<file path="config.mk">
export PLATFORM = sky130hd
export DESIGN_NAME = race_control
export DESIGN_NICKNAME = d
export VERILOG_FILES = /design/src/rtl/race_control.sv
export SDC_FILE = /design/constraint.sdc
export NUM_CORES = 1
export LEC_CHECK = 0
export ABC_AREA = 1
export CAP_MARGIN = 40
export CELL_PAD_IN_SITES_DETAIL_PLACEMENT = 1
export CELL_PAD_IN_SITES_GLOBAL_PLACEMENT = 2
export CORE_MARGIN = 1.5
export CORE_UTILIZATION = 29
export DETAILED_ROUTE_END_ITERATION = 8
export PLACE_DENSITY_LB_ADDON = 0.08
export SYNTH_ARGS = -nofsm -noshare
export SYNTH_HDL_FRONTEND = slang
export SYNTH_SLANG_ARGS = --single-unit
</file>
<file path="constraint.sdc">
create_clock -name clk_div -period 3.3 [get_ports clk_div]
set_input_delay 0.66 -clock clk_div [delete_from_list [all_inputs] [get_ports clk_div]]
set_output_delay 0.66 -clock clk_div [all_outputs]
set_load 0.005 [all_outputs]
</file>
<file path="src/rtl/race_control.sv">
// Game-flow controller for the typing race: option select, countdown, timed/word-count
// play with pause, and finish, plus the seconds prescaler, game statistics and volume.
module race_control #(
  parameter int TICKS_PER_SEC = 10,
  parameter int CD_SECS       = 3,
  parameter int TIME_STEP     = 15,
  parameter int TIME_LEVELS   = 6,
  parameter int WORD_STEP     = 25,
  parameter int WORD_LEVELS   = 4,
  parameter int VAL_W         = 7,
  parameter int VOL_W         = 5,
  parameter int VOL_MAX       = 16,
  parameter int VOL_INIT      = 8,
  parameter int STAT_W        = 10
) (
  input  logic              clk_div,
  input  logic              rst,
  input  logic              start,
  input  logic              sel_up,
  input  logic              sel_down,
  input  logic              vol_up,
  input  logic              vol_down,
  input  logic              pause,
  input  logic              mode,
  input  logic              word_done,
  output logic [2:0]        state,
  output logic              game_mode,
  output logic [VAL_W-1:0]  value,
  output logic [VOL_W-1:0]  vol,
  output logic [STAT_W-1:0] elapsed,
  output logic [STAT_W-1:0] words_typed,
  output logic              game_over
);

  localparam int PW = (TICKS_PER_SEC > 1) ? $clog2(TICKS_PER_SEC) : 1;
  localparam int CW = $clog2(CD_SECS + 1);
  localparam int TW = (TIME_LEVELS > 1) ? $clog2(TIME_LEVELS) : 1;
  localparam int WW = (WORD_LEVELS > 1) ? $clog2(WORD_LEVELS) : 1;

  typedef enum logic [2:0] {
    S_SELECT    = 3'd0,
    S_COUNTDOWN = 3'd1,
    S_INGAME    = 3'd2,
    S_FINISH    = 3'd3,
    S_PAUSED    = 3'd4
  } state_t;

  state_t            state_q, state_d;
  logic              game_mode_q, game_mode_d;
  logic [TW-1:0]     time_idx_q, time_idx_d;
  logic [WW-1:0]     word_idx_q, word_idx_d;
  logic [VOL_W-1:0]  vol_q, vol_d;
  logic [STAT_W-1:0] elapsed_q, elapsed_d;
  logic [STAT_W-1:0] words_q, words_d;
  logic              game_over_q, game_over_d;
  logic [PW-1:0]     presc_q, presc_d;
  logic [CW-1:0]     cd_q, cd_d;
  logic [VAL_W-1:0]  remain_q, remain_d;

  logic              sec_pulse;
  logic              dec_remain;
  logic [VAL_W-1:0]  time_tgt, word_tgt, sel_tgt;

  always_ff @(posedge clk_div or posedge rst) begin
    if (rst) begin
      state_q     <= S_SELECT;
      game_mode_q <= 1'b0;
      time_idx_q  <= '0;
      word_idx_q  <= '0;
      vol_q       <= VOL_W'(VOL_INIT);
      elapsed_q   <= '0;
      words_q     <= '0;
      game_over_q <= 1'b0;
      presc_q     <= '0;
      cd_q        <= '0;
      remain_q    <= '0;
    end else begin
      state_q     <= state_d;
      game_mode_q <= game_mode_d;
      time_idx_q  <= time_idx_d;
      word_idx_q  <= word_idx_d;
      vol_q       <= vol_d;
      elapsed_q   <= elapsed_d;
      words_q     <= words_d;
      game_over_q <= game_over_d;
      presc_q     <= presc_d;
      cd_q        <= cd_d;
      remain_q    <= remain_d;
    end
  end

  always_comb begin
    state_d     = state_q;
    game_mode_d = game_mode_q;
    time_idx_d  = time_idx_q;
    word_idx_d  = word_idx_q;
    vol_d       = vol_q;
    elapsed_d   = elapsed_q;
    words_d     = words_q;
    game_over_d = 1'b0;
    presc_d     = presc_q;
    cd_d        = cd_q;
    remain_d    = remain_q;
    dec_remain  = 1'b0;

    time_tgt  = (VAL_W'(time_idx_q) + VAL_W'(1)) * VAL_W'(TIME_STEP);
    word_tgt  = (VAL_W'(word_idx_q) + VAL_W'(1)) * VAL_W'(WORD_STEP);
    sel_tgt   = game_mode_q ? word_tgt : time_tgt;
    sec_pulse = ((state_q == S_COUNTDOWN) || (state_q == S_INGAME)) &&
                (presc_q == PW'(TICKS_PER_SEC - 1));

    unique case (state_q)
      S_SELECT: begin
        presc_d     = '0;
        game_mode_d = mode;
        if (start) begin
          state_d = S_COUNTDOWN;
          cd_d    = CW'(CD_SECS);
        end else if (sel_up != sel_down) begin
          if (mode) begin
            if (sel_up) word_idx_d = (word_idx_q == WW'(WORD_LEVELS - 1)) ? '0 : word_idx_q + WW'(1);
            else        word_idx_d = (word_idx_q == '0) ? WW'(WORD_LEVELS - 1) : word_idx_q - WW'(1);
          end else begin
            if (sel_up) time_idx_d = (time_idx_q == TW'(TIME_LEVELS - 1)) ? '0 : time_idx_q + TW'(1);
            else        time_idx_d = (time_idx_q == '0) ? TW'(TIME_LEVELS - 1) : time_idx_q - TW'(1);
          end
        end
      end
      S_COUNTDOWN: begin
        presc_d = sec_pulse ? '0 : presc_q + PW'(1);
        if (sec_pulse) begin
          if (cd_q == CW'(1)) begin
            state_d   = S_INGAME;
            remain_d  = sel_tgt;
            elapsed_d = '0;
            words_d   = '0;
          end else begin
            cd_d = cd_q - CW'(1);
          end
        end
      end
      S_INGAME: begin
        // A pause press freezes the prescaler on that same cycle, so no tick is lost.
        if (pause) begin
          state_d = S_PAUSED;
        end else begin
          presc_d = sec_pulse ? '0 : presc_q + PW'(1);
          if (sec_pulse && (elapsed_q != '1)) elapsed_d = elapsed_q + STAT_W'(1);
          if (word_done && (words_q != '1))   words_d   = words_q + STAT_W'(1);
          dec_remain = game_mode_q ? word_done : sec_pulse;
          if (dec_remain) begin
            if (remain_q <= VAL_W'(1)) begin
              remain_d    = '0;
              state_d     = S_FINISH;
              game_over_d = 1'b1;
            end else begin
              remain_d = remain_q - VAL_W'(1);
            end
          end
        end
      end
      S_PAUSED: begin
        if (pause) state_d = S_INGAME;
      end
      S_FINISH: begin
        presc_d = '0;
        if (start) state_d = S_SELECT;
      end
      default: begin
        state_d = S_SELECT;
        presc_d = '0;
      end
    endcase

    if (vol_up && !vol_down && (vol_q < VOL_W'(VOL_MAX))) vol_d = vol_q + VOL_W'(1);
    if (vol_down && !vol_up && (vol_q != '0))             vol_d = vol_q - VOL_W'(1);
  end

  always_comb begin
    unique case (state_q)
      S_SELECT:    value = sel_tgt;
      S_COUNTDOWN: value = VAL_W'(cd_q);
      default:     value = remain_q;
    endcase
  end

  assign state       = state_q;
  assign game_mode   = game_mode_q;
  assign vol         = vol_q;
  assign elapsed     = elapsed_q;
  assign words_typed = words_q;
  assign game_over   = game_over_q;

endmodule

</file>
==> reports/qor.yml, run 1 <==
yosysWarnings: 0
power_leakage_nw: 2.294
root_buffer: "clkbuf_16"
worst_r2r_endpoint: "remain_q[4]"
synth_edf_count: 0
yosysMostFrequentCell: "nand2_1"
die_area_sq_um: 13390
postSynthCellCount: 497
muxShareOfSynthArea_pct: 0
irDropWorstVdd_mv: 0.7535
cap_violations: 0
design_area_sq_um: 5030
dr_total_vias: 3561
fin_crit_sh_pct: 114.7
arrival_ps: 3120
place_congestion: 0.7789
grt_usage_pct: 17.89
final_nets: 629
antenna_left: 0
portBuffers: 46
dp_hpwl_um: 8192
rsz0062_at_grt: "yes"
clk_pin_slew_ps: 70
worstHoldPathType: "reg2reg"
cp-start-kind: "flip-flop"
synth_fa_ha_area_share_pct: 10.46
cp_max_fo: 4
die_x_um: 115.7
layout_min_cycle_time_ps: 3784
synth_top_area_cell: "dfrtp_1"
cts_max_level: 2
totalWireLength_um: 11190
wl_per_cell_um: 14.74
hold_viol: 0
antenna_found_initial: 0
firstDrtPassIters: 4
powerDensity_nw_per_um2: 1427
crit_path_end_kind: "primary output"
synth_top_family_by_area: "simple AND/OR/NAND/NOR gates"
post_cts_hold_buffer_count: 0
start_util_pct: 30.17
clk_latency_ps: 300
ioPinCount: 47
yosysSeqAreaShare_pct: 32.63
grt_pass1_wl_um: 18730
ys.flop_type: "dfrtp_1"
cts_tree: "built"
fmax_mhz: 264.3
setup_violations: 7
drt-initial-drc-count: 117
syn2layout_area_growth_pct: 36.50
synth_common_cells: "137 x nand2_1, 57 x inv_1, 47 x dfrtp_1"
cp.required_ps: 2640
core.rowCount: 40
crit_path_start: "time_idx_q[0]"
endpoint: "value[6]"
synth_top_area_share_pct: 31.92
grt_pass1_vias: 3784
ys_types: 40
antenna_cells: 0
grt_max_degree: 30
synthArstFlopShare_pct: 100.0
core_area_sq_um: 12210
dp_slack_ps: -710.3
clock_skew_ps: 10.12
fin_ws_ps: -484.2
synth-compound-area-share_pct: 12.43
slew_headroom_pct: 61.53
syn_area_sq_um: 3685
critPathKind: "reg2out"
status: "finished, violations left"
maxSlewViolCount: 0
overflow: 0
r2r_slack_ps: -350
ys_ff_latch: 48
cts_buffer_depth: 2
r2r_cells: 23
synthTopCellsByArea: "dfrtp_1 32%, nand2_1 14%, ha_1 8.8%"
avgSynthCellArea_sq_um: 7.414
tightest_slew_ps: 571.8
failed_checks: "negative setup slack"
cts_buffers: 5
yosys.area_share.simple_pct: 31.54
die_height_um: 115.7
viasPerCell: 4.692
synth_nets: 536
clock_sinks: 48
drive_gt1_share_pct: 24.87
synth_xor_area_share_pct: 3.803
place_area_sq_um: 4527
drc: 0
rr_startpoint: "time_idx_q[0]"
==> worst min-delay path by stage <==
stage                              start             end  slack, ps  cells after the start
after floorplan                  cd_q[0]         cd_q[0]        480                      2
after detailed placement      elapsed[3]      elapsed[3]        510                      2
after global routing              vol[3]          vol[3]        560                      2
after global placement    words_typed[3]  words_typed[3]        500                      2
final                         elapsed[3]      elapsed[3]        530                      2
after CTS                     elapsed[3]      elapsed[3]        530                      2
==> area by class of cell <==
cell class,instances,area (sq um)
fillers,1562,7182
multi-input cells,371,2362
flip-flops and latches,48,1205
repair buffers,95,850.8
inverters,69,264.0
well taps,168,210.2
clock buffers,7,132.6
clock inverters,1,5.005
==> timing repair <==
action | 4_1_cts | 5_1_grt
gates resized for setup | 42 | 22
buffers inserted | 23 | 2
setup endpoints to repair | 5 | 7
pin swaps | 13 | 16
==> worst max-delay path: stages (launching register included) <==
cell and delay, ps:
dfrtp_2 440, inv_2 90, ha_4 220, xnor2_4 150
xnor2_2 150, fa_1 570, inv_2 60, fa_2 360
inv_2 80, nand2_2 70, a21oi_2 150, o21ai_2 70
nand3_1 60, o21ai_1 70, o21ai_1 150, buf_2 140
==> cell families after synthesis <==
| logic type | count (synthesis) |
|---|---|
| AOI/OAI and AO/OA | 77 |
| xor gates and xnor gates | 16 |
| adders and majority gates | 29 |
| buffers and inverters | 78 |
| DFF | 48 |
| and+or+nand+nor | 249 |
==> per-stage QoR <==
step | total power (W) | hold WS, ps | instances | utilization (%) | setup TNS, ps
6_report | 0.007179 | 527.1 | 759 | 41.19 | -2179
5_1_grt | 0.007781 | 558.3 | 759 | 41.19 | -3180
4_1_cts | 0.006726 | 533.2 | 760 | 40.61 | -2012
3_5_place_dp | 0.004870 | 512.7 | 729 | 37.07 | -2326
3_3_place_gp | 0.004826 | 496.7 | 729 | 37.07 | -1964
2_1_floorplan | 0.003332 | 480.7 | 497 | - | 0
==> where the power goes <==
part	internal [W]	switching (W)	total (W)
sequential	0.000761	0.000216	0.000977
clock	0.000281	0.000235	0.000516
combinational	0.00295	0.00273	0.00569
total	0.00400	0.00318	0.00718
==> cell usage in the layout (no fill, tap or decap), types with 9 or more instances in the layout <==
| cell | count |
|---|---|
| inv_1 | 50 |
| inv_2 | 18 |
| nand2_2 | 11 |
| ha_1 | 18 |
| xor2_1 | 9 |
| o21ai_0 | 27 |
| dfrtp_1 | 45 |
| nand2_1 | 132 |
| buf_4 | 40 |
| nor3_1 | 9 |
| clkdlybuf4s50_1 | 42 |
| nand3_1 | 28 |
| o21ai_1 | 9 |
| o21ai_2 | 13 |
| nor2_1 | 30 |
==> per-layer routing <==
| metal | share of wire (%) | global-route usage (%) |
|---|---|---|
| met1 | 46 | 22.72 |
| met2 | 50 | 31.95 |
| met3 | 2.3 | 2.720 |
| met4 | 1.2 | 4.309 |
| met5 | 0 | 0 |
==> state kept, by name, indices dropped and copies added, names as in the netlist, 2 cells and up <==
register,cells
state,3
presc_q,4
vol,5
cd_q,2
time_idx_q,3
elapsed,10
word_idx_q,2
remain_q,7
words_typed,10
Note: power is estimated with default switching activity, not from simulation.
==> run 2: changes to the inputs <==
Settings changed: MAX_ROUTING_LAYER set to met4, PLACE_DENSITY set to 0.81, PLACE_DENSITY_LB_ADDON 0.08 to unset.
==> run 2 against run 1 <==
  * The flow still finishes with violations (negative setup slack)
  * First-iteration DRC count increased by 28%
  * Via count grew 1.3%
  * Register-to-register slack worse by 90 ps
  * Core utilization grew 0.092 points
  * Design area increased by 0.22%
  * Final cell count rose by 0.40%
  * Hold slack lost 13 ps
  * Clock-buffer cell count shrank 1
  * Non-clock buffer count increased by 3
  * Critical endpoint is now value[5]
==> reports/qor.yml, run 2 (same netlist as run 1, synthesis figures left out) <==
portBuffers: 46
rsz0062_at_grt: "yes"
clk_pin_slew_ps: 70
antenna_found_initial: 0
root_buffer: "clkbuf_16"
start_util_pct: 30.17
slew_headroom_pct: 54.29
hold_viol: 0
grt_max_degree: 32
antenna_left: 0
core.rowCount: 40
maxSlewViolCount: 0
grt_usage_pct: 18.52
final_cell_mix: "129 x nand2_1, 50 x buf_4, 48 x inv_1"
clock_skew_ps: 5.459
clock_sinks: 48
r2r_slack_ps: -440
layout_min_cycle_time_ps: 3766
failed_checks: "negative setup slack"
dp_hpwl_um: 8019
final_common_cell: "nand2_1"
grt_pass1_vias: 3873
rr_startpoint: "time_idx_q[0]"
drc: 0
overflow: 0
die_x_um: 115.7
dp_cells: 725
totalWireLength_um: 11370
drive_gt1_share_pct: 25.25
wl_per_cell_um: 14.92
die_height_um: 115.7
dr_total_vias: 3606
cp.required_ps: 2640
fin_crit_sh_pct: 114.1
worstPathCellList: "inv_2, ha_4, xnor2_4, xnor2_4, fa_1, buf_4, buf_6, ha_4, a21oi_4, nand2_2, nand2_2, nand3_2, o21ai_2, nand2_1, o21ai_1, buf_2"
final_cells: 762
place_congestion: 0.8139
cp-start-kind: "flip-flop"
tightest_slew_ps: 684.6
post_cts_hold_buffer_count: 0
cts_buffers: 5
ioPinCount: 47
firstDrtPassIters: 4
drt-initial-drc-count: 150
arrival_ps: 3110
min_from: "elapsed[3]"
cp_slowest_cell: "fa_1"
fin_ws_ps: -465.6
clk_latency_ps: 290
antenna_cells: 0
die_area_sq_um: 13390
cpPeakStageDelay_ps: 480
status: "finished, violations left"
fin_setup_tns_ps: -2630
final_nets: 632
cts_tree: "built"
hold_slack_ps: 514.6
fmax_mhz: 265.6
grt_pass1_wl_um: 18910
crit_path_start: "time_idx_q[0]"
syn2layout_area_growth_pct: 36.81
cts_max_level: 2
crit_path_end_kind: "primary output"
setup_violations: 8
critPathKind: "reg2out"
core_area_sq_um: 12210
cp_max_fo: 3
cap_violations: 0
viasPerCell: 4.732
worstHoldPathType: "reg2reg"
cts_buffer_depth: 2
final_util_pct: 41.28
## run 2: changes by cell type in the layout (fill, tap and decap cells not counted), sizes merged
cell	previous run	this run
buf	53	56
bufinv	0	1
clkbuf	7	6
## run 2: metal layers
layer	vias to the layer above	global-route usage (%)	share of wire, %	wire (um)
met5	-	-	0	0
met4	0	4.634	1.3	146
met3	11	2.301	2.0	230
met2	39	33.45	52	5930
met1	1750	21.85	45	5065
li1	1806	-	-	-
## run 2: per-stage QoR
stage | cell area [sq um] | setup slack (ps)
after floorplan | 3714 | 12.43
after global placement | 4484 | -499.7
after detailed placement | 4484 | -682.6
after CTS | 4949 | -341.6
after global routing | 5041 | -586.2
final | 5041 | -465.6
## run 2: repair_timing
item | CTS | global route
pin swaps | 18 | 12
setup endpoints to repair | 5 | 8
setup buffers | 26 | 3
gates cloned | 0 | 0
gates resized for setup | 45 | 15
## run 2: final cells by class
cell class / instances / area, sq um
Fill cell: 1523 / 7171
Clock inverter: 2 / 35.03
Multi-Input combinational cell: 371 / 2361
Sequential cell: 48 / 1204
Tap cell: 168 / 210.2
Inverter: 69 / 264.0
Timing Repair Buffer: 98 / 838.3
Clock buffer: 6 / 128.9
## run 2: final timing paths
path | end | cells past startpoint
worst max-delay path | value[5] | 16
worst min-delay path | elapsed[3] | 2
worst max register to register | remain_q[5] | 24
worst min register to register | elapsed[3] | 2
max in group asynchronous | words_typed[4] | 3
min in group asynchronous | vol[2] | 2
## run 2: worst max-delay path, delay by kind of cell (launching register included)
kind                     cells  cell delay [ps]
adder cells (fa/ha/maj)      3              850
flip-flops                   1              430
XOR/XNOR                     2              400
AO/OA/AOI/OAI                3              330
AND/OR/NAND/NOR              4              310
buffers and inverters        4              500
Power of run 2 is not shown: default switching activity piles up to over one toggle a cycle in this logic, so the estimate is an artifact.
==> run 3: changes to the inputs <==
Settings changed: GPL_TIMING_DRIVEN set to 0.
==> run 3 against run 2 <==
  * The run still ends with negative setup slack left
  * Routed wire length shrank 8.3%
  * Critical path type unchanged
  * Worst setup slack got worse by 30 ps
  * Hold slack lost 2.4 ps
  * Sequential share of layout area increased by 0.60 points
  * Clock skew up 4.1 ps
  * Core utilization down 0.96 points
  * Global-route usage is 1.2 points lower
  * Maximum frequency shrank 0.79%
  * Design area shrank 2.3%
  * Clock-buffer cell count unchanged
  * Flip-flop and latch count did not move
==> reports/qor.yml, run 3 (same netlist as run 1, synthesis figures left out) <==
irDropWorstVdd_mv: 1.519
clock_skew_ps: 9.567
crit_path_end_kind: "primary output"
antenna_found_initial: 0
dp_cells: 711
worstHoldPathType: "reg2reg"
grt_max_degree: 28
layout_min_cycle_time_ps: 3796
drive_gt1_share_pct: 22.36
core.rowCount: 40
cap_violations: 0
cp-start-kind: "flip-flop"
overflow: 0
grt_usage_pct: 17.30
syn2layout_area_growth_pct: 33.62
failed_checks: "negative setup slack"
wl_per_cell_um: 13.99
tightest_slew_ps: 579.6
critPathKind: "reg2out"
start_util_pct: 30.17
powerDensity_nw_per_um2: 1340
hold_viol: 0
fin_setup_tns_ps: -2032
dr_total_vias: 3545
die_area_sq_um: 13390
die_height_um: 115.7
root_buffer: "clkbuf_16"
drc: 0
maxSlewViolCount: 0
fin_crit_sh_pct: 115.0
fin_ws_ps: -495.6
viasPerCell: 4.758
place_congestion: 0.7994
arrival_ps: 3140
dp_hpwl_um: 7891
core_area_sq_um: 12210
fmax_mhz: 263.5
cts_tree: "built"
drt-initial-drc-count: 173
cp_max_fo: 4
clock_sinks: 48
cts_buffer_depth: 2
antenna_cells: 0
clk_latency_ps: 300
status: "finished, violations left"
cp.required_ps: 2640
setup_violations: 6
ioPinCount: 47
antenna_left: 0
final_cells: 745
firstDrtPassIters: 4
slew_headroom_pct: 61.00
portBuffers: 45
final_cell_mix: "132 x nand2_1, 50 x inv_1, 45 x dfrtp_1"
cts_buffers: 5
totalWireLength_um: 10430
final_common_cell: "nand2_1"
grt_pass1_wl_um: 17810
clk_pin_slew_ps: 70
die_x_um: 115.7
power_leakage_nw: 2.240
rsz0062_at_grt: "yes"
hold_slack_ps: 512.2
final_nets: 615
cts_max_level: 2
grt_pass1_vias: 3703
run 3: layout make-up:
class | instances | area [sq um]
plain buffers | 9 | 72.57
clock buffers | 6 | 138.9
clock inverters | 2 | 38.79
fillers | 1535 | 7288
inverters | 69 | 266.5
multi-input cells | 371 | 2342
flip-flops and latches | 48 | 1205
well taps | 168 | 210.2
repair buffers | 72 | 649.4
run 3: final timing paths:
path	slack, ps	cells past startpoint	to	start
worst max-delay path	-500	15	value[6]	time_idx_q[1]
worst min-delay path	510	2	elapsed[3]	elapsed[3]
worst max register to register	-450	25	remain_q[5]	time_idx_q[1]
worst min register to register	510	2	elapsed[3]	elapsed[3]
max in group asynchronous	2020	3	time_idx_q[1]	rst
min in group asynchronous	710	2	vol[1]	rst
run 3: timing repair:
item | CTS | global route
buffers inserted | 21 | 5
setup endpoints to repair | 5 | 6
pin swaps | 16 | 10
hold buffers | 0 | 0
resized for setup | 45 | 9
run 3: stage by stage:
step | total power (W) | worst slack [ps] | instance area [sq um] | utilization [%]
2_1_floorplan | 0.003332 | 12.43 | 3714 | -
4_1_cts | 0.006246 | -567.5 | 4856 | 39.76
3_3_place_gp | 0.004319 | -876.6 | 4374 | 35.82
6_report | 0.006595 | -495.6 | 4923 | 40.32
5_1_grt | 0.007194 | -638.4 | 4923 | 40.32
3_5_place_dp | 0.004425 | -897.0 | 4394 | 35.98
run 3: report_power, final:
group	switching (W)	internal, W
Clock	0.000246	0.000380
Sequential	0.000194	0.000761
Combinational	0.00253	0.00248
run 3: critical path, stage by stage (launching register included):
cell     delay, ps
dfrtp_2        450
inv_2           90
ha_4           220
xnor2_4        130
xnor2_2        150
fa_1           550
inv_2           50
fa_2           330
inv_2           80
nand2_4         60
a21oi_2        130
o21ai_2         80
nand3_1         90
o21ai_1         70
o21ai_1        200
buf_2          150
run 3: layer usage:
layer,vias to the layer above,wire [um],GRT usage (%)
met5,-,0,-
met3,13,209,2.458
met4,0,158,4.553
met1,1718,4719,20.97
li1,1779,-,-
met2,35,5338,30.22
